--- config.mk ---
export PLATFORM = sky130hd
export DESIGN_NAME = majority_voter_seq
export DESIGN_NICKNAME = d
export VERILOG_FILES = /design/src/rtl/majority_pkg.sv /design/src/rtl/popcount_n.sv /design/src/rtl/majority_voter_seq.sv
export SDC_FILE = /design/constraint.sdc
export NUM_CORES = 1
export LEC_CHECK = 0
export CORE_UTILIZATION = 45
export CTS_CLUSTER_SIZE = 16
export DETAILED_ROUTE_END_ITERATION = 16
export GPL_TIMING_DRIVEN = 0
export PLACE_DENSITY = 0.74
export SYNTH_ARGS = -nofsm -noshare
export SYNTH_HDL_FRONTEND = slang
export SYNTH_SLANG_ARGS = --single-unit
--- constraint.sdc ---
create_clock -name clk -period 1.5 [get_ports clk]
set_clock_uncertainty 0.05 [all_clocks]
set_input_delay 0.15 -clock clk [delete_from_list [all_inputs] [get_ports clk]]
set_output_delay 0.15 -clock clk [all_outputs]
set_load 0.1 [all_outputs]
--- src/rtl/majority_pkg.sv ---
// ============================================================================
// Package : majority_pkg
// Shared definitions for the sequential majority voter: filter FSM state
// encoding, popcount width helper and the tie-break default used on the
// very first sample.
// Revision: 1.0 - initial release
// ============================================================================
`default_nettype none

package majority_pkg;

  // Filter FSM state encoding
  typedef logic [1:0] state_t;
  localparam state_t ST_INIT   = 2'd0;
  localparam state_t ST_STABLE = 2'd1;
  localparam state_t ST_PEND   = 2'd2;

  // Decision taken when the very first sample is an exact tie
  localparam logic TIE_DEFAULT = 1'b0;

  // Bits needed to hold a popcount of n inputs (0..n)
  function automatic int popcnt_w(input int n);
    return $clog2(n + 1);
  endfunction

endpackage

`default_nettype wire

--- src/rtl/popcount_n.sv ---
// ============================================================================
// Module  : popcount_n
// Pure combinational population count of an N-bit vector.
// Revision: 1.0 - initial release
// ============================================================================
`default_nettype none

module popcount_n
  import majority_pkg::*;
#(
  parameter int N  = 5,
  parameter int OW = popcnt_w(N)
) (
  input  logic [N-1:0]  data_i,
  output logic [OW-1:0] ones_o
);

  // Sum of all set bits
  always_comb begin
    ones_o = '0;
    for (int i = 0; i < N; i++) begin
      ones_o = ones_o + OW'(data_i[i]);
    end
  end

endmodule

`default_nettype wire

--- src/rtl/majority_voter_seq.sv ---
// ============================================================================
// Module  : majority_voter_seq
// N-input majority voter with valid/ready stream interface, one-entry output
// register and a HOLD-sample persistence filter on the voted bit. Ties hold
// the previous decision.
// Optional feature macro: MAJORITY_STATS_EN adds stats_clr/err_cnt, a
// saturating count of non-unanimous accepted samples.
// Revision: 1.0 - initial release
// ============================================================================
`default_nettype none

module majority_voter_seq
  import majority_pkg::*;
#(
  parameter int N     = 5,
  parameter int HOLD  = 3,
  parameter int CNT_W = 16
) (
  input  logic                     clk,
  input  logic                     rst_n,
  input  logic                     in_valid,
  input  logic [N-1:0]             in_data,
  output logic                     in_ready,
  output logic                     out_valid,
  input  logic                     out_ready,
  output logic                     out_vote,
  output logic [popcnt_w(N)-1:0]   out_ones,
  output logic                     out_tie,
`ifdef MAJORITY_STATS_EN
  input  logic                     stats_clr,
  output logic [CNT_W-1:0]         err_cnt,
`endif
  output logic                     stable
);

  localparam int OW  = popcnt_w(N);
  localparam int OW1 = OW + 1;
  localparam int CW  = $clog2(HOLD + 1);

  localparam logic [OW:0]   C_N    = OW1'(N);
  localparam logic [OW-1:0] C_ALL  = OW'(N);
  localparam logic [CW-1:0] C_ONE  = CW'(1);
  localparam logic [CW-1:0] C_LAST = CW'(HOLD - 1);

  logic [OW-1:0] w_ones;
  logic [OW:0]   w_twice;
  logic          w_gt;
  logic          w_tie;
  logic          w_raw;
  logic          w_accept;

  state_t        state_q, state_d;
  logic          filt_q, filt_d;
  logic [CW-1:0] cnt_q, cnt_d;

  logic          out_valid_q;
  logic          out_vote_q;
  logic [OW-1:0] out_ones_q;
  logic          out_tie_q;

  popcount_n #(.N(N), .OW(OW)) u_popcount (
    .data_i (in_data),
    .ones_o (w_ones)
  );

  assign w_twice  = {w_ones, 1'b0};
  assign w_gt     = (w_twice > C_N);
  assign w_tie    = (w_twice == C_N);
  // A tie keeps whatever the filter currently says
  assign w_raw    = w_tie ? filt_q : w_gt;

  // Depends only on registered state, so no in_valid -> in_ready path
  assign in_ready = !out_valid_q || out_ready;
  assign w_accept = in_valid && in_ready;

  // Persistence filter next-state; advances only on accepted samples
  always_comb begin
    state_d = state_q;
    filt_d  = filt_q;
    cnt_d   = cnt_q;
    if (w_accept) begin
      case (state_q)
        ST_INIT: begin
          filt_d  = w_tie ? TIE_DEFAULT : w_gt;
          cnt_d   = '0;
          state_d = ST_STABLE;
        end
        ST_STABLE: begin
          if (w_raw != filt_q) begin
            if (HOLD == 1) begin
              filt_d = ~filt_q;
            end else begin
              cnt_d   = C_ONE;
              state_d = ST_PEND;
            end
          end
        end
        ST_PEND: begin
          if (w_raw == filt_q) begin
            cnt_d   = '0;
            state_d = ST_STABLE;
          end else if (cnt_q == C_LAST) begin
            filt_d  = ~filt_q;
            cnt_d   = '0;
            state_d = ST_STABLE;
          end else begin
            cnt_d = cnt_q + C_ONE;
          end
        end
        default: begin
          cnt_d   = '0;
          state_d = ST_INIT;
        end
      endcase
    end
  end

  // Filter state registers
  always_ff @(posedge clk or negedge rst_n) begin
    if (!rst_n) begin
      state_q <= ST_INIT;
      filt_q  <= 1'b0;
      cnt_q   <= '0;
    end else begin
      state_q <= state_d;
      filt_q  <= filt_d;
      cnt_q   <= cnt_d;
    end
  end

  // One-entry result register; a new accept overrides a same-cycle consume
  always_ff @(posedge clk or negedge rst_n) begin
    if (!rst_n) begin
      out_valid_q <= 1'b0;
      out_vote_q  <= 1'b0;
      out_ones_q  <= '0;
      out_tie_q   <= 1'b0;
    end else if (w_accept) begin
      out_valid_q <= 1'b1;
      out_vote_q  <= filt_d;
      out_ones_q  <= w_ones;
      out_tie_q   <= w_tie;
    end else if (out_ready) begin
      out_valid_q <= 1'b0;
    end
  end

  assign out_valid = out_valid_q;
  assign out_vote  = out_vote_q;
  assign out_ones  = out_ones_q;
  assign out_tie   = out_tie_q;
  assign stable    = (state_q == ST_STABLE);

`ifdef MAJORITY_STATS_EN
  localparam logic [CNT_W-1:0] C_ERR_MAX = '1;
  logic             w_mixed;
  logic [CNT_W-1:0] err_q;

  assign w_mixed = (w_ones != '0) && (w_ones != C_ALL);

  // Saturating count of non-unanimous samples; clear wins over increment
  always_ff @(posedge clk or negedge rst_n) begin
    if (!rst_n) begin
      err_q <= '0;
    end else if (stats_clr) begin
      err_q <= '0;
    end else if (w_accept && w_mixed && (err_q != C_ERR_MAX)) begin
      err_q <= err_q + 1'b1;
    end
  end

  assign err_cnt = err_q;
`endif

endmodule

`default_nettype wire

==> summary.md <==
| Metric | Value |
|---|---|
| Top cells by area in the synthesized netlist | `sky130_fd_sc_hd__dfrtp_1 (36%), sky130_fd_sc_hd__ha_1 (9.0%), sky130_fd_sc_hd__fa_1 (5.7%)` |
| Pin slew with the least headroom to its limit | `0.5452 ns` |
| Clock tree from TritonCTS | `built` |
| Sequential fraction of the synthesis area | `0.3584` |
| Site Rows | `13` |
| Pre-CTS WS | `-1.574 ns` |
| Instance count of the mapped netlist | `roughly 70` |
| Iter 0 DRT Violations | `9` |
| Die width | `between 40 and 50 µm` |
| Ordered cell list for the critical path | `buf_6 -> ha_4 -> inv_2 -> fa_1 -> inv_2 -> ha_4 -> inv_2 -> fa_1 -> nand2b_4 -> nand2_4 -> o21ba_4 -> a221oi_2 -> mux2i_1` |
| Type of the worst setup path | `in -> reg` |
| Top flip-flop cell by instance count after synthesis | `sky130_fd_sc_hd__dfrtp_1` |
| Total standard cell area after synthesis | `698.2 µm²` |
| Kind of cell adding the most delay to the critical path | `adder cells` |
| DRC violation count after routing | `0` |
| Overall via count from detail_route | `550` |
| Final Slew Violations | `0` |
| Top layer in use | `met4` |
| Detailed-routing wirelength on met1 | `626 µm` |
| Number of global-route vias before repair | `450` |
| Critical Path Stages | `13` |
| Root cell of the clock tree | `sky130_fd_sc_hd__clkbuf_4` |
| Total non-filler cell area in the finished layout | `999.7 µm²` |
| Post-Layout Cell Count | `roughly 110` |
| Inserted Clock Buffers | `3` |
| Share of flip-flops with an asynchronous set or reset after synthesis | `1.000` |
| Insertion delay of the later-clocked pin in the worst-skew pair | `0.27 ns` |
| Layout-stage area growth over the synthesis result | `43.19%` |
| Number of clock sinks seen by CTS | `10` |
| Kind of start point of the critical path | `input pin` |
| Area used by multi-input combinational logic | `459.2 µm²` |
| Die Height | `41.39 µm` |
| # setup viols final | `8` |
| First-pass GRT wire length | `a little under 2000 µm` |
| Cell mode on critical path | `sky130_fd_sc_hd__inv_2` |
| Req. time, crit path | `1.64 ns` |
| Failing checks | `setup timing` |
| IO Count | `17` |
| CTS Buffer Depth | `2` |
| Cell types with the highest counts after synthesis | `sky130_fd_sc_hd__dfrtp_1 (10), sky130_fd_sc_hd__inv_1 (10), sky130_fd_sc_hd__ha_1 (5)` |
| Synthesized area per cell | `10.12 µm²` |
| Final GP Congestion | `0.7205` |
| Detailed-routing iteration count for the pre-antenna-repair pass | `3` |
| Slowest-stage cell, CP | `sky130_fd_sc_hd__fa_1` |
| Fraction of the cycle the final worst path needs | `1.624` |
| Post-synth EDFFs | `0` |
| Die ar. | `approximately 1700 µm²` |
| IR Drop Worst-Case VDD | `roughly 1.1 mV` |
| Remaining antenna violation count after routing | `0` |
| Flops & latches, synth | `10` |
| Max-capacitance violation count | `0` |
| Arrival time at the worst endpoint | `2.58 ns` |
| Total number of H-tree levels | `1` |
| PnR Total Power | `0.001954 W` |
| Count of cells along the worst register-to-register path | `6` |
| Minimum clock period | `around 2.4 ns` |
| Number of endpoints with negative hold slack in the final report | `0` |
| Leak pwr | `0.4610 nW` |
| Initial core utilization | `0.5110` |
| Setup repair after global routing missed its margin | `true` |
| Core region area | `1366 µm²` |
| Hold WC Path Type | `in -> async` |
| IO Port Bufs | `15` |
| Warnings from Yosys | `0` |
| Number of inserted diodes | `0` |
| Reg-to-reg critical path startpoint | `state_q[0]$_DFFE_PN0P_` |
| Maximum number of pins on one net before global-route repair | `11` |
| Per-cell routed wire length | `around 13 µm` |
| Wire length after detailed routing | `approximately 1400 µm` |
| Clock slew at reported path FFs | `~0.07 ns` |
| Fraction of post-synthesis cell area in the top cell type by area | `0.3584` |
| Share of cells above drive strength 1 | `0.4066` |
| Power density over the cells | `1954 nW/µm²` |
| Run status | `finished, violations left` |
| Grt ovf | `0` |
| Post-detail-place hpwl | `940.3 µm` |
| Relative slew slack | `0.6383` |
| Category of the worst setup path capture point | `register` |
| Count of fill cells added during filler insertion | `112` |
| Buffers and inverters on the worst path | `4` |
| Sum of met2 wire segment lengths after detailed routing | `647 µm` |
| Final Worst Setup Slack | `-0.9359 ns` |
| Cell type contributing the most total cell area after synthesis | `sky130_fd_sc_hd__dfrtp_1` |
| Cell Count Post-Placement | `slightly below 100` |
| Biggest fanout along the worst timing path | `5` |
| Aggregate global-route resource usage | `0.1864` |
| Area post-placement | `909.6 µm²` |
| Slowest Stage Delay on Critical Path | `0.49 ns` |
| Via density | `5.189` |
| Number of nets in the synthesized netlist | `85` |
| Number of antenna violations at the first check in global routing | `0` |
| Slack of the worst reg-to-reg path | `-0.07 ns` |
| Worst reg2reg endpoint | `state_q[0]$_DFFE_PN0P_` |
| Post-layout net count | `108` |
| Detailed-routed wire length on met3 | `60 µm` |
| Number of distinct library cells after synthesis | `30` |
| Area of all sequential standard cells | `254.0 µm²` |
| Maximum clock rate | `~410 MHz` |
-- state kept, by name (all words and copies together), names as in the netlist --
| name | count |
|---|---|
| state_q | 2 |
| out_vote | 1 |
| filt_q | 1 |
| cnt_q | 2 |
| out_ones | 3 |
| out_valid | 1 |
-- where the power goes --
group	internal, W	leakage [nW]	switching [W]
clock network	0.000147	0.0210	0.0000936
registers	0.000360	0.122	0.0000501
logic	0.000465	0.318	0.000837
-- cell type report --
type / count / area share
inverters: 10 / 0.03755
flip-flops and latches: 10 / 0.2541
clock buffers: 4 / 0.03630
well taps: 15 / 0.01877
multi-input cells: 47 / 0.4593
repair buffers: 18 / 0.1815
plain buffers: 2 / 0.01252
-- cells in the final DEF, fill, tap and decap left out, types with 2 or more instances in the layout --
cell type,netlist,layout
sky130_fd_sc_hd__nand2_4,2,2
sky130_fd_sc_hd__ha_1,5,3
sky130_fd_sc_hd__o21ai_0,3,2
sky130_fd_sc_hd__a32o_1,2,2
sky130_fd_sc_hd__dlygate4sd2_1,0,2
sky130_fd_sc_hd__buf_6,0,2
sky130_fd_sc_hd__a31oi_1,2,2
sky130_fd_sc_hd__clkdlybuf4s50_1,0,4
sky130_fd_sc_hd__ha_4,0,2
sky130_fd_sc_hd__inv_2,0,3
sky130_fd_sc_hd__inv_1,10,7
sky130_fd_sc_hd__clkdlybuf4s15_2,0,5
sky130_fd_sc_hd__nand2b_4,2,2
sky130_fd_sc_hd__clkbuf_4,0,4
sky130_fd_sc_hd__nand2b_1,4,4
sky130_fd_sc_hd__nand2_1,4,4
sky130_fd_sc_hd__nor2_1,4,4
sky130_fd_sc_hd__mux2_4,0,2
sky130_fd_sc_hd__dfrtp_1,10,9
sky130_fd_sc_hd__buf_4,1,4
sky130_fd_sc_hd__o21ai_2,0,2
sky130_fd_sc_hd__fa_1,2,2
-- cells by family (layout without fill, tap and decap cells) --
logic type,after synthesis,count (layout),synth area share
and+or+nand+nor,17,17,0.1595
other,1,1,0.005371
DFF,10,10,0.3584
buffers and inverters,12,34,0.07169
AOI/OAI and AO/OA,17,17,0.1864
adders and majority gates,7,7,0.1470
xor gates and xnor gates,2,2,0.02509
muxes,3,3,0.04659
-- repair_timing --
item | CTS | global route
pin swaps | 10 | 6
setup endpoints to repair | 16 | 10
hold buffers | 0 | 0
resized for setup | 39 | 7
buffers inserted | 2 | 1
endpoints found under the hold margin | 0 | 0
-- worst max-delay path by stage --
| stage | start | end | slack [ns] |
|---|---|---|---|
| floorplan | in_data[1] | state_q[0]$_DFFE_PN0P_ | -1.01 |
| global placement | in_data[0] | state_q[0]$_DFFE_PN0P_ | -1.57 |
| detailed placement | in_data[0] | state_q[0]$_DFFE_PN0P_ | -1.57 |
| finish | in_data[0] | state_q[0]$_DFFE_PN0P_ | -0.94 |
| CTS | in_data[0] | state_q[0]$_DFFE_PN0P_ | -1.03 |
| global route | in_data[0] | state_q[0]$_DFFE_PN0P_ | -1.00 |
-- worst reg2reg max path, stage by stage (launching register included) --
cell and delay, ns:
sky130_fd_sc_hd__dfrtp_1 0.35, sky130_fd_sc_hd__inv_1 0.08, sky130_fd_sc_hd__ha_1 0.27, sky130_fd_sc_hd__nand2_1 0.12
sky130_fd_sc_hd__o21ba_4 0.17, sky130_fd_sc_hd__a221oi_2 0.25, sky130_fd_sc_hd__mux2i_1 0.21
-- stage by stage --
step	hold slack, ns	utilization	setup TNS (ns)
5_1_grt	0.1689	0.7317	-6.245
2_1_floorplan	-0.1956	-	-6.046
4_1_cts	0.1567	0.7051	-6.164
3_3_place_gp	0.4205	0.6658	-12.91
3_5_place_dp	0.4394	0.6658	-13.14
6_report	0.1443	0.7317	-5.597
-- per-layer routing --
| layer | global-route usage | vias up |
|---|---|---|
| li1 | - | 277 |
| met1 | 0.2303 | 255 |
| met2 | 0.2852 | 16 |
| met3 | 0.06383 | 2 |
| met4 | 0.09677 | 0 |
| met5 | 0 | - |
(Power assumes the default switching activity.)
